--- src/rtl/musa_ctrl_pkg.sv ---
// Shared control-path definitions: stage encodings, PC source codes and the
// decoded control word carried from DECODE into the later stages.
package musa_ctrl_pkg;

  localparam int unsigned STAGE_W  = 3;
  localparam int unsigned PC_SRC_W = 2;
  localparam int unsigned ALU_OP_W = 2;

  typedef enum logic [STAGE_W-1:0] {
    ST_FETCH     = 3'd0,
    ST_DECODE    = 3'd1,
    ST_EXECUTE   = 3'd2,
    ST_MEMORY    = 3'd3,
    ST_WRITEBACK = 3'd4,
    ST_HALT      = 3'd5
  } stage_e;

  typedef enum logic [PC_SRC_W-1:0] {
    PC_SRC_SEQ    = 2'b00,
    PC_SRC_BRANCH = 2'b01,
    PC_SRC_JUMP   = 2'b10
  } pc_src_e;

  typedef struct packed {
    logic                branch;
    logic                jump;
    logic                mem_read;
    logic                mem_write;
    logic                reg_write;
    logic [ALU_OP_W-1:0] alu_op;
  } ctrl_word_t;

  function automatic pc_src_e branch_src(input logic zero);
    return zero ? PC_SRC_BRANCH : PC_SRC_SEQ;
  endfunction

endpackage

--- src/rtl/mem_wait_timer.sv ---
// Counts MEMORY cycles spent without dmem_ready; expired fires in the cycle
// the count reaches LIMIT, unless the access completes in that same cycle.
module mem_wait_timer #(
  parameter int unsigned LIMIT = 15
) (
  input  logic clk,
  input  logic rst,
  input  logic clear,
  input  logic enable,
  output logic expired
);

  localparam int unsigned CW = (LIMIT > 1) ? $clog2(LIMIT) : 1;
  localparam logic [CW-1:0] LAST = CW'(LIMIT - 1);

  logic [CW-1:0] count_q, count_d;

  always_ff @(posedge clk or posedge rst) begin
    if (rst) begin
      count_q <= '0;
    end else begin
      count_q <= count_d;
    end
  end

  always_comb begin
    count_d = count_q;
    if (clear) begin
      count_d = '0;
    end else if (enable) begin
      count_d = count_q + 1'b1;
    end
  end

  // enable already excludes dmem_ready, so a late completion beats the limit
  assign expired = enable && !clear && (count_q == LAST);

endmodule

--- src/rtl/stage_sequencer.sv ---
// Multi-cycle instruction sequencer: walks each instruction through
// FETCH/DECODE/EXECUTE/MEMORY/WRITEBACK and stops in HALT on request or timeout.
//
// state     | meaning
// FETCH     | request instruction word, load IR on imem_ready
// DECODE    | latch control word from the control unit
// EXECUTE   | ALU strobe; branch/jump/NOP retire here
// MEMORY    | hold data request until dmem_ready or timeout
// WRITEBACK | register write, retire
// HALT      | stopped; exit only through reset
module stage_sequencer
  import musa_ctrl_pkg::*;
#(
  parameter int unsigned MEM_TIMEOUT  = 15,
  parameter logic [15:0] RETIRED_INIT = 16'h0000
) (
  input  logic        clk,
  input  logic        reset,
  input  logic        halt,
  input  logic        imem_ready,
  input  logic        branch,
  input  logic        jump,
  input  logic        memRead,
  input  logic        memWrite,
  input  logic        regWrite,
  input  logic [1:0]  aluOp,
  input  logic        zero,
  input  logic        dmem_ready,
  output logic        imem_req,
  output logic        ir_write,
  output logic        alu_en,
  output logic [1:0]  aluOp_q,
  output logic        dmem_rd,
  output logic        dmem_wr,
  output logic        reg_write_en,
  output logic        PCWrite,
  output logic [1:0]  pc_src,
  output logic [2:0]  stage,
  output logic        halted,
  output logic        mem_error,
  output logic [15:0] retired
);

  stage_e     state_q, state_d;
  stage_e     retire_next;
  ctrl_word_t ctrl_q, ctrl_d;
  logic [15:0] retired_q, retired_d;
  logic       mem_error_q, mem_error_d;
  logic       tmr_clear, tmr_enable, tmr_expired;
  pc_src_e    pc_src_sel;

  mem_wait_timer #(
    .LIMIT(MEM_TIMEOUT)
  ) u_mem_wait_timer (
    .clk    (clk),
    .rst    (reset),
    .clear  (tmr_clear),
    .enable (tmr_enable),
    .expired(tmr_expired)
  );

  assign tmr_clear  = (state_q != ST_MEMORY);
  assign tmr_enable = (state_q == ST_MEMORY) && !dmem_ready;

  // A pending halt diverts the retiring stage away from the next fetch
  assign retire_next = halt ? ST_HALT : ST_FETCH;

  always_ff @(posedge clk or posedge reset) begin
    if (reset) begin
      state_q <= ST_FETCH;
    end else begin
      state_q <= state_d;
    end
  end

  always_comb begin
    state_d = state_q;
    unique case (state_q)
      ST_FETCH: begin
        if (halt) begin
          state_d = ST_HALT;
        end else if (imem_ready) begin
          state_d = ST_DECODE;
        end
      end
      ST_DECODE: state_d = ST_EXECUTE;
      ST_EXECUTE: begin
        if (ctrl_q.jump || ctrl_q.branch) begin
          state_d = retire_next;
        end else if (ctrl_q.mem_read || ctrl_q.mem_write) begin
          state_d = ST_MEMORY;
        end else if (ctrl_q.reg_write) begin
          state_d = ST_WRITEBACK;
        end else begin
          state_d = retire_next;
        end
      end
      ST_MEMORY: begin
        if (dmem_ready) begin
          state_d = ctrl_q.reg_write ? ST_WRITEBACK : retire_next;
        end else if (tmr_expired) begin
          state_d = ST_HALT;
        end
      end
      ST_WRITEBACK: state_d = retire_next;
      ST_HALT:      state_d = ST_HALT;
      default:      state_d = ST_FETCH;
    endcase
  end

  always_comb begin
    imem_req     = 1'b0;
    ir_write     = 1'b0;
    alu_en       = 1'b0;
    dmem_rd      = 1'b0;
    dmem_wr      = 1'b0;
    reg_write_en = 1'b0;
    PCWrite      = 1'b0;
    pc_src_sel   = PC_SRC_SEQ;
    halted       = 1'b0;
    if (!reset) begin
      unique case (state_q)
        ST_FETCH: begin
          imem_req = !halt;
          ir_write = !halt && imem_ready;
        end
        ST_EXECUTE: begin
          alu_en = 1'b1;
          if (ctrl_q.jump) begin
            PCWrite    = 1'b1;
            pc_src_sel = PC_SRC_JUMP;
          end else if (ctrl_q.branch) begin
            PCWrite    = 1'b1;
            pc_src_sel = branch_src(zero);
          end else if (!(ctrl_q.mem_read || ctrl_q.mem_write || ctrl_q.reg_write)) begin
            PCWrite = 1'b1;
          end
        end
        ST_MEMORY: begin
          dmem_rd = ctrl_q.mem_read && !tmr_expired;
          dmem_wr = ctrl_q.mem_write && !ctrl_q.mem_read && !tmr_expired;
          PCWrite = dmem_ready && !ctrl_q.reg_write;
        end
        ST_WRITEBACK: begin
          reg_write_en = 1'b1;
          PCWrite      = 1'b1;
        end
        ST_HALT: halted = 1'b1;
        default: ;
      endcase
    end
  end

  always_comb begin
    ctrl_d = ctrl_q;
    if (state_q == ST_DECODE) begin
      ctrl_d = '{branch: branch, jump: jump, mem_read: memRead,
                 mem_write: memWrite, reg_write: regWrite, alu_op: aluOp};
    end
  end

  assign retired_d   = PCWrite ? retired_q + 16'd1 : retired_q;
  assign mem_error_d = mem_error_q || tmr_expired;

  always_ff @(posedge clk or posedge reset) begin
    if (reset) begin
      ctrl_q      <= '0;
      retired_q   <= RETIRED_INIT;
      mem_error_q <= 1'b0;
    end else begin
      ctrl_q      <= ctrl_d;
      retired_q   <= retired_d;
      mem_error_q <= mem_error_d;
    end
  end

  assign stage     = state_q;
  assign pc_src    = pc_src_sel;
  assign aluOp_q   = ctrl_q.alu_op;
  assign mem_error = mem_error_q;
  assign retired   = retired_q;

endmodule

--- config.mk ---
export PLATFORM = sky130hd
export DESIGN_NAME = stage_sequencer
export DESIGN_NICKNAME = d
export VERILOG_FILES = /design/src/rtl/musa_ctrl_pkg.sv /design/src/rtl/mem_wait_timer.sv /design/src/rtl/stage_sequencer.sv
export SDC_FILE = /design/constraint.sdc
export NUM_CORES = 1
export LEC_CHECK = 0
export ABC_AREA = 0
export CORE_MARGIN = 3
export CORE_UTILIZATION = 35
export CTS_CLUSTER_SIZE = 28
export DETAILED_ROUTE_END_ITERATION = 12
export HOLD_SLACK_MARGIN = 0.06
export PLACE_DENSITY = 0.71
export SLEW_MARGIN = 20
export SYNTH_ARGS = -nofsm -noshare
export SYNTH_HDL_FRONTEND = slang
export SYNTH_SLANG_ARGS = --single-unit
export TNS_END_PERCENT = 30
--- constraint.sdc ---
create_clock -name clk -period 4.6 [get_ports clk]
set_input_delay 0.46 -clock clk [delete_from_list [all_inputs] [get_ports clk]]
set_output_delay 0.46 -clock clk [all_outputs]
set_load 0.05 [all_outputs]
==> reports/metrics.yaml <==
cp_data_required_time_ns: 4.14
grt_usage: 0.140
hold_depth: 1
clk_latency_ns: 0.28
maxSlewViolCount: 0
area_growth_syn_to_layout_pct: 31.1
rrSetupSlack_ns: 2.48
crit_fanout: 15
critPathMaxStageDelay_ns: 0.79
switching_power_mw: 0.551
start_util: 0.374
place_congestion: 0.835
yosys_warnings: 0
use_met1: 0.200
num_vias: 1289
min_to: "mem_error$_DFF_PP0_"
grtUsageMet2: 0.204
reg2regPathDepth: 4
grt_pass1_vias: 1186
cts_tree: "built"
drt-vias-per-instance: 5.24
numClockSinks: 31
worst_pin_slew_ns: 0.680
clkPwrFrac: 0.163
busiest_layer: "met2"
ys_seq_area_frac: 0.463
status: "complete, no violations"
powerDensity_nw_per_um2: 557
final_common_cell: "clkdlybuf4s50_1"
cts_root_buffer: "clkbuf_8"
cts.reportedPaths.clkPinSlew_ns: 0.06
async_flop_share: 1.00
max_cap_viol_count: 0
hold_viol: 0
setup_tns_ns: 0
setup_violations: 0
critPathKind: "in -> out"
avgSynthCellArea_um2: 11.0
synthCells: 153
clockBufferDepth: 2
pwr-share-comb: 0.470
reg2reg_from: "stage[1]$_DFFE_PP0P_"
grt_start_max_net_pins: 19
postPlaceCellArea_um2: 2110
hold_class: "reg -> reg"
final_cell_area_um2: 2200
startpoint_type: "primary input"
endpoint_kind: "output port"
cpMaxStageDelayCell: "clkdlybuf4s50_1"
grt_first_pass_wirelength_mm: 5.98
timing.hold.ws_ns: 0.474
die_h_um: 75.2
syn_area_um2: 1680
ir_worst_vdd_mv: 0.235
htree_num_levels: 2
worstHoldStart: "mem_error$_DFF_PP0_"
ios: 45
setup_ws_ns: 1.20
fillers: 403
io_buffers: 44
sw_frac_of_total: 0.450
die_width_um: 75.2
drtIter0Drc: 88
synth_ff_type: "dfrtp_1"
p_leak_nw: 0.888
crit_path_cell_trace: "clkdlybuf4s50_1, or3b_4, a221oi_4, nor2_2, inv_1, clkdlybuf4s50_1"
final_cell_mix: "44 x clkdlybuf4s50_1, 31 x dfrtp_1, 16 x xnor2_1"
gr-total-overflow: 0
crit_top_cell: "clkdlybuf4s50_1"
total_power_mw: 1.22
post-route-min-period_ns: 3.40
pwr-share-seq: 0.367
nets: 209
hold_buffers: 0
antenna_found_initial: 0
multi_input_area_um2: 811
reg2reg_to: "retired[1]$_DFFE_PP0P_"
post-cts-setup-buffer-count: 0
seq_area_um2: 776
die_area_um2: 5650
p_int_mw: 0.673
rsz0062_at_grt: "no"
row_count: 24
ant_nets: 0
arrival_ns: 2.94
drc_errors: 0
relSlewSlack: 0.547
cts_resized: 0
finalClockSkew_ns: 0.00408
core_area_um2: 4470
synth_fp_nets: 169
post-dp-hpwl_mm: 2.73
ys_ff_latch: 31
numCtsBuffers: 5
wl_per_cell_um: 14.8
ys_types: 45
dp_slack_ns: 1.19
use_met3: 0.0414
post_route_cells_drive_above_1_share: 0.108
routed_wl_mm: 3.65
fmax_mhz: 294
post-route-period-util: 0.740
drtPass1Iterations: 4
synth_edf_count: 0
antenna_cells: 0
## final cells by class
cell class,instances,area share
clock inverters,1,0.00228
flip-flops and latches,31,0.353
multi-input cells,106,0.369
clock buffers,7,0.0348
inverters,4,0.00684
repair buffers,45,0.204
well taps,52,0.0296
## per-layer routing
metal  up-vias  share of wire
met2        32           0.46
met5         -              0
met1       621           0.47
li1        631              -
met3         5          0.056
met4         0          0.015
## power by group through the flow
stage | logic (mW) | registers, mW | clock network, mW
2_1_floorplan | 0.378 | 0.507 | 0
3_3_place_gp | 0.572 | 0.449 | 0
3_5_place_dp | 0.577 | 0.454 | 0
4_1_cts | 0.580 | 0.450 | 0.209
5_1_grt | 0.614 | 0.466 | 0.218
6_report | 0.574 | 0.449 | 0.200
## sequential cells by signal, indices dropped and copies added, names as in the netlist
signal,count
retired,16
ctrl_q,5
u_mem_wait_timer.count_q,4
stage,3
aluOp_q,2
mem_error,1
## cell usage after synthesis (3+ instances only)
master | count | area share
and3_1 | 7 | 0.026
o211ai_1 | 7 | 0.031
o21ai_0 | 3 | 0.0090
nor2_1 | 11 | 0.025
nor2b_1 | 3 | 0.011
dfrtp_1 | 31 | 0.46
clkbuf_1 | 3 | 0.0067
o2111ai_1 | 4 | 0.021
and4_1 | 3 | 0.016
inv_1 | 4 | 0.0090
xnor2_1 | 16 | 0.084
nand2_1 | 3 | 0.0067
mux2_2 | 7 | 0.047
buf_4 | 3 | 0.013
ha_1 | 3 | 0.022
a21oi_1 | 4 | 0.012
## cell families after synthesis
family,count (synthesis),share of synthesized area
and+or+nand+nor,45,0.161
AOI/OAI and AO/OA,31,0.146
DFF,31,0.463
xor gates and xnor gates,18,0.0941
buffers and inverters,16,0.0530
muxes,9,0.0597
adders and majority gates,3,0.0224
## worst max-delay path, delay by kind of cell
kind | cells | cell delay (ns)
compound gates | 1 | 0.54
simple gates | 2 | 0.54
buf+inv | 3 | 1.39
## worst max-delay path by stage
stage	start	to	cells past startpoint
final	reset	PCWrite	6
after CTS	reset	PCWrite	6
after floorplan	stage[0]$_DFFE_PP0P_	ir_write	4
after detailed placement	reset	PCWrite	6
after global placement	reset	PCWrite	6
after global routing	reset	PCWrite	6
## through the flow
stage | util | cells
final | 0.491 | 246
after global routing | 0.491 | 246
after CTS | 0.491 | 246
after detailed placement | 0.473 | 238
after global placement | 0.473 | 238
after floorplan | - | 153
(Power assumes the default switching activity.)
